`src/rtl/cv_bus_initiator.sv`:
```
// Z80-style bus initiator: turns single-beat memory/I-O read/write commands
// into T-state sequenced mreq_n/iorq_n/rd_n/wr_n cycles, appends refresh
// cycles after memory accesses and aborts on a wait_n timeout.
//
// state | meaning
// IDLE  | waiting for a command, strobes released
// T1    | address phase
// T2    | strobe phase, wait_n sampled on its last clock (memory)
// TW    | wait state, wait_n sampled on its last clock
// T3    | data phase, read data captured on its last clock
// R1    | refresh address phase (rfsh_n low)
// R2    | refresh strobe phase (rfsh_n and mreq_n low)
module cv_bus_initiator #(
   parameter int T_DIV      = 1,
   parameter bit REFRESH_EN = 1'b1,
   parameter int MAX_WAIT   = 64
) (
   input  logic        clk_i,
   input  logic        reset_i,
   input  logic        cmd_valid_i,
   output logic        cmd_ready_o,
   input  logic        cmd_io_i,
   input  logic        cmd_wr_i,
   input  logic [15:0] cmd_addr_i,
   input  logic [7:0]  cmd_data_i,
   output logic        rsp_valid_o,
   output logic [7:0]  rsp_data_o,
   output logic        rsp_err_o,
   output logic [15:0] a_o,
   output logic [7:0]  d_o,
   output logic        d_oe_o,
   input  logic [7:0]  d_i,
   input  logic        wait_n_i,
   output logic        mreq_n_o,
   output logic        iorq_n_o,
   output logic        rd_n_o,
   output logic        wr_n_o,
   output logic        rfsh_n_o
);

   typedef enum logic [2:0] {S_IDLE, S_T1, S_T2, S_TW, S_T3, S_R1, S_R2} state_t;

   localparam logic [3:0] TC_LOAD    = 4'(T_DIV - 1);
   localparam logic [7:0] WAIT_LIMIT = 8'(MAX_WAIT);

   state_t      state, state_nxt;
   logic [3:0]  tcnt, tcnt_nxt;
   logic [7:0]  wcnt, wcnt_nxt;
   logic [6:0]  rcnt, rcnt_nxt;
   logic        cmd_io, cmd_wr;
   logic [15:0] cmd_addr;
   logic [7:0]  cmd_data;
   logic        accept, tlast, abort;

   logic        eff_io, eff_wr;
   logic [15:0] eff_addr;
   logic [7:0]  eff_data;
   logic        mreq_nxt, iorq_nxt, rd_nxt, wr_nxt, rfsh_nxt, doe_nxt;
   logic [15:0] a_nxt;
   logic [7:0]  d_nxt, rsp_data_nxt;
   logic        rsp_valid_nxt, rsp_err_nxt, ready_nxt;

   // Next-state: T-state down-counter, wait counting and abort decision
   always_comb begin
      state_nxt = state;
      tcnt_nxt  = tcnt;
      wcnt_nxt  = wcnt;
      rcnt_nxt  = rcnt;
      abort     = 1'b0;
      accept    = cmd_valid_i & cmd_ready_o;
      tlast     = (tcnt == 4'd0);
      if (state == S_IDLE) begin
         if (accept) begin
            state_nxt = S_T1;
            tcnt_nxt  = TC_LOAD;
            wcnt_nxt  = 8'd0;
         end
      end else if (!tlast) begin
         tcnt_nxt = tcnt - 4'd1;
      end else begin
         tcnt_nxt = TC_LOAD;
         case (state)
            S_T1: state_nxt = S_T2;
            S_T2: begin
               // I/O cycles always take one TW; it counts toward the limit
               if (cmd_io || !wait_n_i) begin
                  state_nxt = S_TW;
                  wcnt_nxt  = 8'd1;
               end else begin
                  state_nxt = S_T3;
               end
            end
            S_TW: begin
               if (wait_n_i) begin
                  state_nxt = S_T3;
               end else if (wcnt >= WAIT_LIMIT) begin
                  state_nxt = S_IDLE;
                  abort     = 1'b1;
               end else begin
                  wcnt_nxt = wcnt + 8'd1;
               end
            end
            S_T3: state_nxt = (!cmd_io && REFRESH_EN) ? S_R1 : S_IDLE;
            S_R1: state_nxt = S_R2;
            S_R2: begin
               state_nxt = S_IDLE;
               rcnt_nxt  = rcnt + 7'd1;
            end
            default: state_nxt = S_IDLE;
         endcase
      end
   end

   // Output decode from the next state so every bus output comes straight from a flop
   always_comb begin
      eff_io        = accept ? cmd_io_i   : cmd_io;
      eff_wr        = accept ? cmd_wr_i   : cmd_wr;
      eff_addr      = accept ? cmd_addr_i : cmd_addr;
      eff_data      = accept ? cmd_data_i : cmd_data;
      mreq_nxt      = 1'b1;
      iorq_nxt      = 1'b1;
      rd_nxt        = 1'b1;
      wr_nxt        = 1'b1;
      rfsh_nxt      = 1'b1;
      doe_nxt       = 1'b0;
      a_nxt         = a_o;
      d_nxt         = d_o;
      rsp_valid_nxt = 1'b0;
      rsp_err_nxt   = 1'b0;
      rsp_data_nxt  = rsp_data_o;
      ready_nxt     = (state_nxt == S_IDLE);
      if (state == S_T3 && tlast && !cmd_wr) begin
         rsp_data_nxt = d_i;
      end
      case (state_nxt)
         S_T1, S_T2, S_TW, S_T3: begin
            a_nxt = eff_addr;
            if (eff_wr) begin
               d_nxt   = eff_data;
               doe_nxt = 1'b1;
            end
            if (!eff_io) begin
               mreq_nxt = 1'b0;
               rd_nxt   = eff_wr;
               if (state_nxt != S_T1) wr_nxt = !eff_wr;
            end else if (state_nxt != S_T1) begin
               iorq_nxt = 1'b0;
               rd_nxt   = eff_wr;
               wr_nxt   = !eff_wr;
            end
         end
         S_R1: begin
            a_nxt    = {9'b0, rcnt};
            rfsh_nxt = 1'b0;
         end
         S_R2: begin
            rfsh_nxt = 1'b0;
            mreq_nxt = 1'b0;
         end
         default: begin
            if (state != S_IDLE) begin
               rsp_valid_nxt = 1'b1;
               rsp_err_nxt   = abort;
            end
         end
      endcase
   end

   // State, counters and command latch
   always_ff @(posedge clk_i or posedge reset_i) begin
      if (reset_i) begin
         state    <= S_IDLE;
         tcnt     <= 4'd0;
         wcnt     <= 8'd0;
         rcnt     <= 7'd0;
         cmd_io   <= 1'b0;
         cmd_wr   <= 1'b0;
         cmd_addr <= 16'h0000;
         cmd_data <= 8'h00;
      end else begin
         state <= state_nxt;
         tcnt  <= tcnt_nxt;
         wcnt  <= wcnt_nxt;
         rcnt  <= rcnt_nxt;
         if (accept) begin
            cmd_io   <= cmd_io_i;
            cmd_wr   <= cmd_wr_i;
            cmd_addr <= cmd_addr_i;
            cmd_data <= cmd_data_i;
         end
      end
   end

   // Registered bus and response outputs
   always_ff @(posedge clk_i or posedge reset_i) begin
      if (reset_i) begin
         mreq_n_o    <= 1'b1;
         iorq_n_o    <= 1'b1;
         rd_n_o      <= 1'b1;
         wr_n_o      <= 1'b1;
         rfsh_n_o    <= 1'b1;
         d_oe_o      <= 1'b0;
         a_o         <= 16'h0000;
         d_o         <= 8'h00;
         rsp_valid_o <= 1'b0;
         rsp_err_o   <= 1'b0;
         rsp_data_o  <= 8'h00;
         cmd_ready_o <= 1'b1;
      end else begin
         mreq_n_o    <= mreq_nxt;
         iorq_n_o    <= iorq_nxt;
         rd_n_o      <= rd_nxt;
         wr_n_o      <= wr_nxt;
         rfsh_n_o    <= rfsh_nxt;
         d_oe_o      <= doe_nxt;
         a_o         <= a_nxt;
         d_o         <= d_nxt;
         rsp_valid_o <= rsp_valid_nxt;
         rsp_err_o   <= rsp_err_nxt;
         rsp_data_o  <= rsp_data_nxt;
         cmd_ready_o <= ready_nxt;
      end
   end

endmodule

```
`config.mk`:
```
export PLATFORM = sky130hd
export DESIGN_NAME = cv_bus_initiator
export DESIGN_NICKNAME = d
export VERILOG_FILES = /design/src/rtl/cv_bus_initiator.sv
export SDC_FILE = /design/constraint.sdc
export NUM_CORES = 1
export LEC_CHECK = 0
export CAP_MARGIN = 15
export CORE_MARGIN = 3
export CORE_UTILIZATION = 40
export CTS_CLUSTER_DIAMETER = 30
export DETAILED_ROUTE_END_ITERATION = 12
export DONT_BUFFER_PORTS = 1
export SLEW_MARGIN = 10
export SYNTH_ARGS = -nofsm -noshare
export SYNTH_HDL_FRONTEND = slang
export SYNTH_SLANG_ARGS = --single-unit
```
`constraint.sdc`:
```
create_clock -name clk_i -period 4.3 [get_ports clk_i]
set_input_delay 0.86 -clock clk_i [delete_from_list [all_inputs] [get_ports clk_i]]
set_output_delay 0.86 -clock clk_i [all_outputs]
set_load 0.03 [all_outputs]
```
* Word level (Yosys, flattened, before mapping) *
Index checks and enable logic that the tools add are counted.

storage, ports and cells
  output and inout port bits = 41
  flip-flop bits (word level) = 89
  bits of input ports = 38

cells by class
  bitwise gates (word level) = 2
  equality and inequality tests = 17
  magnitude comparators = 1
  $add $sub $neg = 3
  muxes and demuxes = 45
  reduce and logical (&&, ||, !) cells = 19

operator list
  kind                                                                count
  2-to-1 mux 8 bit                                                    7
  case mux 16 bit (2 select lines)                                    1
  2-to-1 mux 1 bit                                                    23
  2-to-1 mux 3 bit                                                    7
  == test 3 bit (second input constant)                               6
  2-to-1 mux 16 bit                                                   1
  case mux 8 bit (2 select lines)                                     1
  case mux 3 bit (5 select lines)                                     1
  == test 3 x 2 -> 1 bit (second input constant)                      4
  2-to-1 mux 4 bit                                                    3
  != test 3 bit (second input constant)                               3
  adder 8 x 1 -> 8 bit (second input constant)                        1
  greater-or-equal comparator 8 x 7 -> 1 bit (second input constant)  1
  adder 7 x 1 -> 7 bit (second input constant)                        1
  == test 3 x 1 -> 1 bit (second input constant)                      2
  zero test 3 bit                                                     2
  AND reduction 6 bit                                                 1
  nonzero test 3 bit                                                  2
  OR reduction 6 bit                                                  1
  zero test 4 bit                                                     1
  nonzero test 2 bit                                                  2
  OR reduction 4 bit                                                  1
  subtractor 4 x 1 -> 4 bit (second input constant)                   1
  zero test 1 bit                                                     3
  other kinds (10)                                                    11

* Logic depth before layout (Yosys ltp) *
Gate-level depths: netlist of run 1.

  depth after elaboration = 10
  gate-level depth with buffers = 15
  depth with buffers taken out = 13

* Worst setup path before layout of run 1 *
OpenSTA, ideal clock, no wires.

  path kind = input to register
  start = in cmd_valid_i
  end = reg a_o[4]
  slack = 0.576 ns
  data required time = 4.184 ns
  cell stages on the path = 13
  arrival = 3.608 ns
  path buffers = 3
  setup time = 0.116 ns
  cells stage by stage = nand2_1 > clkbuf_1 > clkbuf_1 > nor2_1 > a21oi_1 > nor3_1 > a221o_1 > ha_1 > or3_1 > a211oi_2 > buf_4 > nor2_4 > o311ai_0

on the way
  word-level cells in the longest chain between the ends = 6
  elaborated cells between the ends (all ways) = 12
  classes of those cells = eq/ne: 5; mux: 4; bitwise: 1; reduce/logical: 2

RTL lines
  item                                                                    line  source
  from (decl)                                                             20    input logic cmd_valid_i,
  AND 1 bit (*)                                                           70    accept = cmd_valid_i & cmd_ready_o;
  2-to-1 mux 3 bit (*)                                                    73    if (accept) begin
  2-to-1 mux 3 bit (*)                                                    72    if (state == S_IDLE) begin
  via state_nxt[0]                                                        46    state_t state, state_nxt;
  == test 3 x 1 -> 1 bit, or another cell as far along                    135   case (state_nxt)
  OR reduction 4 bit                                                      135
  case mux 16 bit (2 select lines) or nonzero test 2 bit (tied branches)  n/a
  to (signal assigned)                                                    216   a_o <= a_nxt;
  to (decl)                                                               29    output logic [15:0] a_o,

Mark *: on every way through the listed nets, which the timed path passes. The rest lies on a longest branch.
A chain may end at the register's enable or synchronous reset.

* Final worst setup path of run 1 *
  start = reg tcnt[0]
  end = reg a_o[6]

on the way
  word-level cells in the longest chain between the ends = 6
  elaborated cells between the ends (all ways) = 11
  classes of those cells = eq/ne: 5; mux: 3; reduce/logical: 3

RTL lines
  item                                                                    line  source
  from (decl)                                                             47    logic [3:0] tcnt, tcnt_nxt;
  from (signal assigned)                                                  182   tcnt <= tcnt_nxt;
  zero test 4 bit (*)                                                     71    tlast = (tcnt == 4'd0);
  2-to-1 mux 3 bit (*)                                                    78    end else if (!tlast) begin
  2-to-1 mux 3 bit (*)                                                    72
  == test 3 x 1 -> 1 bit, or another cell as far along                    135
  OR reduction 4 bit                                                      135
  case mux 16 bit (2 select lines) or nonzero test 2 bit (tied branches)  n/a

Mark *: on every way between the ends. The rest lies on a longest branch, timed or not.

==> results by group, run 1 <==
Status
  • Status: finished, final reports clean

Synth
  • Count of different cell masters after synthesis: 51
  • Syn Nets: 380
  • Mapped cell area: 3950 um2
  • Synth top area cells: dfrtp_1, mux2_2, dfstp_2
  • Register area share after synthesis: 56.57%
  • Syn avg cell area: 11.83 um2
  • Post-Syn Instances: 334
  • Ys flop type: dfrtp_1
  • Ys async rst share: 100.0%
  • Post-synth EDFFs: 0
  • Post-synthesis cell type with the largest combined area: dfrtp_1
  • Synth top area share: 52.58%
  • YS warnings: 0
  • Register bit total from synthesis: 89

Critical path
  • Worst reg2reg setup slack: 860 ps
  • Worst setup SP type: flip-flop
  • Critical R2R Launch: tcnt[0]
  • Arr. time, crit path: 3670 ps
  • Worst path required time: 4530 ps
  • Crit Reg-Reg Endpoint: a_o[6]
  • CP Launch Point: tcnt[0]
  • Worst Reg-to-Reg Cells: 12
  • Max FO, Critical Path: 10
  • Type of the worst setup path: reg -> reg
  • CP endpoint kind: flip-flop

Timing
  • Final Cycle Share: 80.08%
  • Fmax: 290.4 MHz
  • Final Hold Fails: 0
  • Sum Neg Setup Slack: 0 ps
  • Unrepaired setup endpoints after global routing: no
  • Final setup violation count: 0
  • Tmin final: 3444 ps
  • Clock skew: 10.54 ps
  • Slew margin rel.: 31.96%
  • Slew Limit Fails: 0
  • Worst Max-Slew Pin Slew: 1013 ps

Finish
  • Area of the multi-input gates: 1588 um2
  • Layout cells sized above 1: 22.87%
  • Final cell count without fillers: 470
  • Area occupied by registers: 2235 um2
  • Diode count: 0
  • Syn-to-layout area delta: 8.806%
  • # fillers: 883
  • Core Util, Final: 45.65%
  • Nets@finish: 382
  • Commonest non-fill, non-tap cells in the layout: dfrtp_1, mux2_2, nand2_1
  • Commonest non-fill, non-tap cell in the layout: dfrtp_1

CTS
  • Total CTS buffers: 9
  • H-Tree Depth: 3
  • CTS resizes: 0
  • CTS tree: done
  • Reg clk slew, reported paths: 90 ps
  • Clk buf depth: 2
  • Worst skew pair latency: 360 ps
  • Clk sinks: 89
  • CTS root buffer: clkbuf_8
  • Post-CTS Hold Buffers: 0
  • Post-CTS Setup Repair Bufs: 0

Routing
  • Drt pass-1 iters: 4
  • Iter 0 DRT Violations: 129
  • WL final: 8121 um
  • Final ANT Viol Nets: 0
  • Via-to-Cell Ratio: 5.483
  • Wirelength per Cell: 17.28 um
  • Via count: 2577
  • Residual DRC: 0

Place
  • # port buffers: 0
  • Dpl hpwl: 5832 um
  • Gpl congestion: 0.8379
  • Placed instance count: 454

Floorplanning
  • Die area: 11100 um2
  • Die X: 105.4 um
  • IO Pins: 79
  • Die extent in y: 105.4 um
  • Core Region: 9415 um2
  • Initial core utilization: 41.95%
  • Row count: 35

Flow run
  • Total of max-cap violations: 0

Pwr
  • Leakage: 1.853 nW
  • Pwr/cell area: 885.2 nW/um2
  • Worst VDD drop: 0.0004285 V

GRT
  • First-pass GRT wire length: 13480 um
  • Initial antenna violation count: 0
  • Vias in the first global route: 2651
  • Largest net degree at the start of global routing: 44
  • All-Layer GR Usage: 15.22%
  • GRT Residual Overflow: 0

Hold path
  • Min-delay worst type: in -> async
-- layout make-up --
type	count	share of cell area, %
flip-flops and latches	89	51.99
multi-input cells	214	36.94
well taps	129	3.755
clock buffers	10	3.202
clock inverters	6	1.543
inverters	15	1.339
repair buffers	7	1.223
-- per-stage QoR --
stage	setup slack (ps)	instance area, um2	power [mW]	hold WS (ps)
detailed placement	879.8	4094	3.250	475.7
floorplan	576.2	3950	2.911	445.5
CTS	862.7	4298	3.843	294.0
finish	856.4	4298	3.805	301.0
global route	456.8	4298	4.079	303.5
global placement	990.7	4094	3.218	467.8
-- cell families (layout without fill, tap and decap cells) --
family,Yosys count,count (layout),synth area share [%]
AO/OA/AOI/OAI,61,61,10.80
AND/OR/NAND/NOR,94,94,12.80
multiplexers,45,45,12.73
adder cells (fa/ha/maj),8,8,2.534
XOR/XNOR,6,6,1.330
buffers and inverters,31,38,3.231
flip-flops,89,89,56.57
-- critical path: stages (launching register included) --
cell and delay [ps]:
dfrtp_1 380, inv_1 110, ha_1 190, or3b_1 510
nor2_1 140, a21oi_1 70, nor3_1 220, a221oi_1 120
ha_1 270, or3_1 430, a211oi_2 380, nor2_4 140
o311ai_0 370
-- synth_stat cells, types with 2 or more instances --
cell type,instances
a41oi_1,3
dfstp_2,6
mux2_2,40
o21ai_0,13
nor2b_1,3
nor3b_1,4
nand2_1,24
a31oi_1,3
buf_2,3
ha_1,8
a21oi_1,13
a21o_1,3
and3_1,5
mux2_1,2
dfrtp_1,83
xnor2_1,5
or3_1,2
buf_1,2
o2111ai_1,7
mux2i_1,3
nor2_1,12
o31ai_1,2
inv_1,15
o311ai_0,7
nand3_1,7
clkbuf_1,9
buf_4,2
nand4_1,3
nor3_1,23
-- metal layers --
metal | part of all wire (%) | global-route usage [%] | vias up
met2 | 45 | 23.04 | 84
met4 | 1.5 | 5.436 | 0
met5 | 0 | 0 | -
met3 | 7.5 | 5.695 | 10
met1 | 46 | 20.00 | 1269
li1 | - | - | 1214
-- power by group --
| part | leakage, nW | switching (mW) | internal (mW) |
|---|---|---|---|
| Combinational | 0.675 | 0.798 | 0.609 |
| Clock | 0.0949 | 0.297 | 0.285 |
| Sequential | 1.08 | 0.601 | 1.21 |
| Total | 1.85 | 1.70 | 2.11 |
-- worst max path at each step --
stage / to
2_1_floorplan: a_o[4]
3_3_place_gp: d_o[7]
3_5_place_dp: a_o[1]
4_1_cts: a_o[6]
5_1_grt: a_o[6]
6_report: a_o[6]
-- state kept, by name, summed over array words and instances (netlist names), 3 cells and up --
register and count:
tcnt 4, rcnt 7, cmd_data 8, d_o 8, cmd_addr 16, wcnt 8, state 3, rsp_data_o 8
a_o 16
Note: power is estimated with default switching activity, not from simulation.
==> run 2, diff against run 1 <==
==> constraint.sdc (replaced) <==
create_clock -name clk_i -period 2.92 [get_ports clk_i]
set_input_delay 0.584 -clock clk_i [delete_from_list [all_inputs] [get_ports clk_i]]
set_output_delay 0.584 -clock clk_i [all_outputs]
set_load 0.03 [all_outputs]
==> run 2 against run 1 <==
Compared with the run above:
- the flow now finishes with violations (negative setup slack)
- clock power rose by 36%
- sequential share of layout area fell by 5.1 points
- fmax rose by 16%
- global-route usage rose by 0.86 points
- non-clock buffer count rose by 33
- via count rose by 7.3%
- combinational power rose by 120%
- highest routed layer unchanged
- clock skew barely moved
- flip-flop and latch count did not move
- total power rose by 72%
- final area rose by 11%
- critical path depth fell by 1
==> results by group, run 2 (synthesized netlist as in run 1, its figures left out) <==
Place
  • # port buffers: 0 (unchanged)
  • Gpl congestion: 0.8743 (+4.3%)
  • Dpl hpwl: 5967 um (+2.3%)
  • Placed instance count: 480 (+5.7%)

Pwr
  • Worst VDD drop: 0.0007951 V (+86%)
  • Logic pwr share: 48.0% (+11 points)
  • Pwr/cell area: 1378 nW/um2 (+56%)
  • Switching share of total power: 43.83% (-0.74 points)
  • Seq pwr share: 40.0% (-7.7 points)
  • Overall power: 6.559 mW (+72%)
  • NetSw: 2.875 mW (+70%)
  • Clk pwr share: 12.1% (-3.2 points)
  • Leakage: 2.055 nW (+11%)
  • Internal: 3.684 mW (+75%)

Finish
  • Syn-to-layout area delta: 20.53%
  • Nets@finish: 416 (+8.9%)
  • Layout cells sized above 1: 38.40% (+16 points)
  • Commonest non-fill, non-tap cell in the layout: dfrtp_1
  • Core Util, Final: 50.56% (+4.9 points)
  • Diode count: 0 (unchanged)
  • Final cell count without fillers: 504 (+7.2%)
  • Commonest non-fill, non-tap cells in the layout: dfrtp_1, mux2_2, buf_4
  • Biggest regs: a_o: 16 flops, cmd_addr: 16 flops

CTS
  • CTS tree: done
  • CTS root buffer: clkbuf_8
  • Clk buf depth: 2 (unchanged)
  • Post-CTS Hold Buffers: 0 (unchanged)
  • Reg clk slew, reported paths: 100 ps (about the same)
  • Worst skew pair latency: 360 ps (about the same)
  • H-Tree Depth: 3 (unchanged)
  • Total CTS buffers: 9 (unchanged)
  • Clk sinks: 89 (unchanged)

Critical path
  • Worst setup SP type: flip-flop
  • CP peak stage delay: 410 ps (-100 ps)
  • Buf/Inv on CP: 3 (+2)
  • Crit-path cells: inv_2, ha_4, or3b_4, a221o_1, ha_2, or3_4, a211oi_4, buf_12, nor3_4, buf_12, mux2_2
  • Type of the worst setup path: reg -> reg
  • Worst path required time: 3160 ps (-1370 ps)
  • CP delay by family, top: simple AND/OR/NAND/NOR gates
  • CP most frequent cell: buf_12
  • Arr. time, crit path: 3200 ps (-470 ps)
  • CP endpoint kind: flip-flop
  • CP max-delay cell: or3_4
  • Max FO, Critical Path: 5 (-5)

Floorplanning
  • Die area: 11100 um2 (unchanged)
  • Initial core utilization: 41.95% (unchanged)
  • Die extent in y: 105.4 um (unchanged)
  • Core Region: 9415 um2 (unchanged)
  • IO Pins: 79 (unchanged)
  • Row count: 35 (unchanged)
  • Die X: 105.4 um (unchanged)

Routing
  • Via-to-Cell Ratio: 5.484 (about the same)
  • Drt pass-1 iters: 4 (unchanged)
  • Iter 0 DRT Violations: 143 (+11%)
  • Final ANT Viol Nets: 0 (unchanged)
  • Via count: 2764 (+7.3%)
  • Wirelength per Cell: 16.96 um (-1.9%)
  • Residual DRC: 0 (unchanged)
  • WL final: 8547 um (+5.2%)

GRT
  • All-Layer GR Usage: 16.08% (+0.86 points)
  • First-pass GRT wire length: 14270 um (+5.9%)
  • Initial antenna violation count: 0 (unchanged)
  • Largest net degree at the start of global routing: 54 (+23%)
  • Vias in the first global route: 2760 (+4.1%)
  • GRT Residual Overflow: 0 (unchanged)

Timing
  • Slew margin rel.: 44.92% (+13 points)
  • Final Cycle Share: 101.3% (+21 points)
  • Fmax: 338.0 MHz (+16%)
  • Final setup violation count: 9 (+9)
  • Unrepaired setup endpoints after global routing: yes
  • Slew Limit Fails: 0 (unchanged)
  • Worst hold slack: 160.3 ps (-140.7 ps)
  • Tmin final: 2959 ps (-484.8 ps)
  • Final Hold Fails: 0 (unchanged)
  • Worst Max-Slew Pin Slew: 803.2 ps (-209.6 ps)
  • Sum Neg Setup Slack: -174.9 ps (-174.9 ps)
  • Setup WS post-layout: -38.76 ps (-895.2 ps)
  • Clock skew: 10.05 ps (-0.4886 ps)

Flow run
  • Total of max-cap violations: 0 (unchanged)

Status
  • Failing checks: negative setup slack
  • Status: finished with violations

Hold path
  • Min-delay worst type: in -> async
## run 2: changes by cell type in the layout (fill, tap and decap cells not counted), moves of 4 or more
cell and delta:
a21oi_1 -10, a21oi_2 +10, buf_12 +4, buf_4 +24
buf_6 +5, ha_1 -5, ha_2 +4, o2111ai_1 -6
o2111ai_2 +6, o311ai_0 -7, o311ai_1 +7
## run 2: cell type report
type	count	area, um2
Sequential cell	89	2235
Multi-Input combinational cell	215	1753
Clock inverter	7	61.31
Clock buffer	9	123.9
Fill cell	812	4654
Inverter	15	57.56
Timing Repair Buffer	40	369.1
Tap cell	129	161.4
## run 2: metal layers
layer	routed length, um	track usage, %	up-vias	part of all wire (%)
met3	641	6.185	13	7.5
met2	3830	23.63	87	45
met5	0	0	-	0
li1	-	-	1289	-
met4	121	4.967	0	1.4
met1	3955	21.96	1375	46
## run 2: path summary, 6_finish.rpt
check,endpoint,depth (start not counted),startpoint,slack (ps)
worst min-delay path,d_o[3],1,reset_i,160
worst max-delay path,d_o[0],11,tcnt[0],-40
worst min register to register,rcnt[6],1,rcnt[6],480
min in group clk_i,rsp_data_o[6],1,d_i[6],370
worst max register to register,d_o[0],11,tcnt[0],-40
max in group asynchronous,rd_n_o,2,reset_i,2020
## run 2: power groups by stage
stage	clock network (mW)	registers, mW	logic [mW]
floorplan	0	2.54	1.88
finish	0.793	2.62	3.15
CTS	0.825	2.61	2.84
global route	0.872	2.68	3.46
detailed placement	0	2.63	2.57
global placement	0	2.62	2.51
## run 2: metrics by stage
step,instance area (um2),setup WS [ps]
5_1_grt,4761,-157.7
4_1_cts,4638,-7.924
3_3_place_gp,4348,-139.2
3_5_place_dp,4348,-198.2
6_report,4761,-38.76
2_1_floorplan,4014,-56.95
## run 2: timing repair
item                       CTS  global route
setup endpoints to repair   27            27
setup buffers                4             3
gates resized for setup     10            24
pin swaps                    9             9
cloned                       1             1
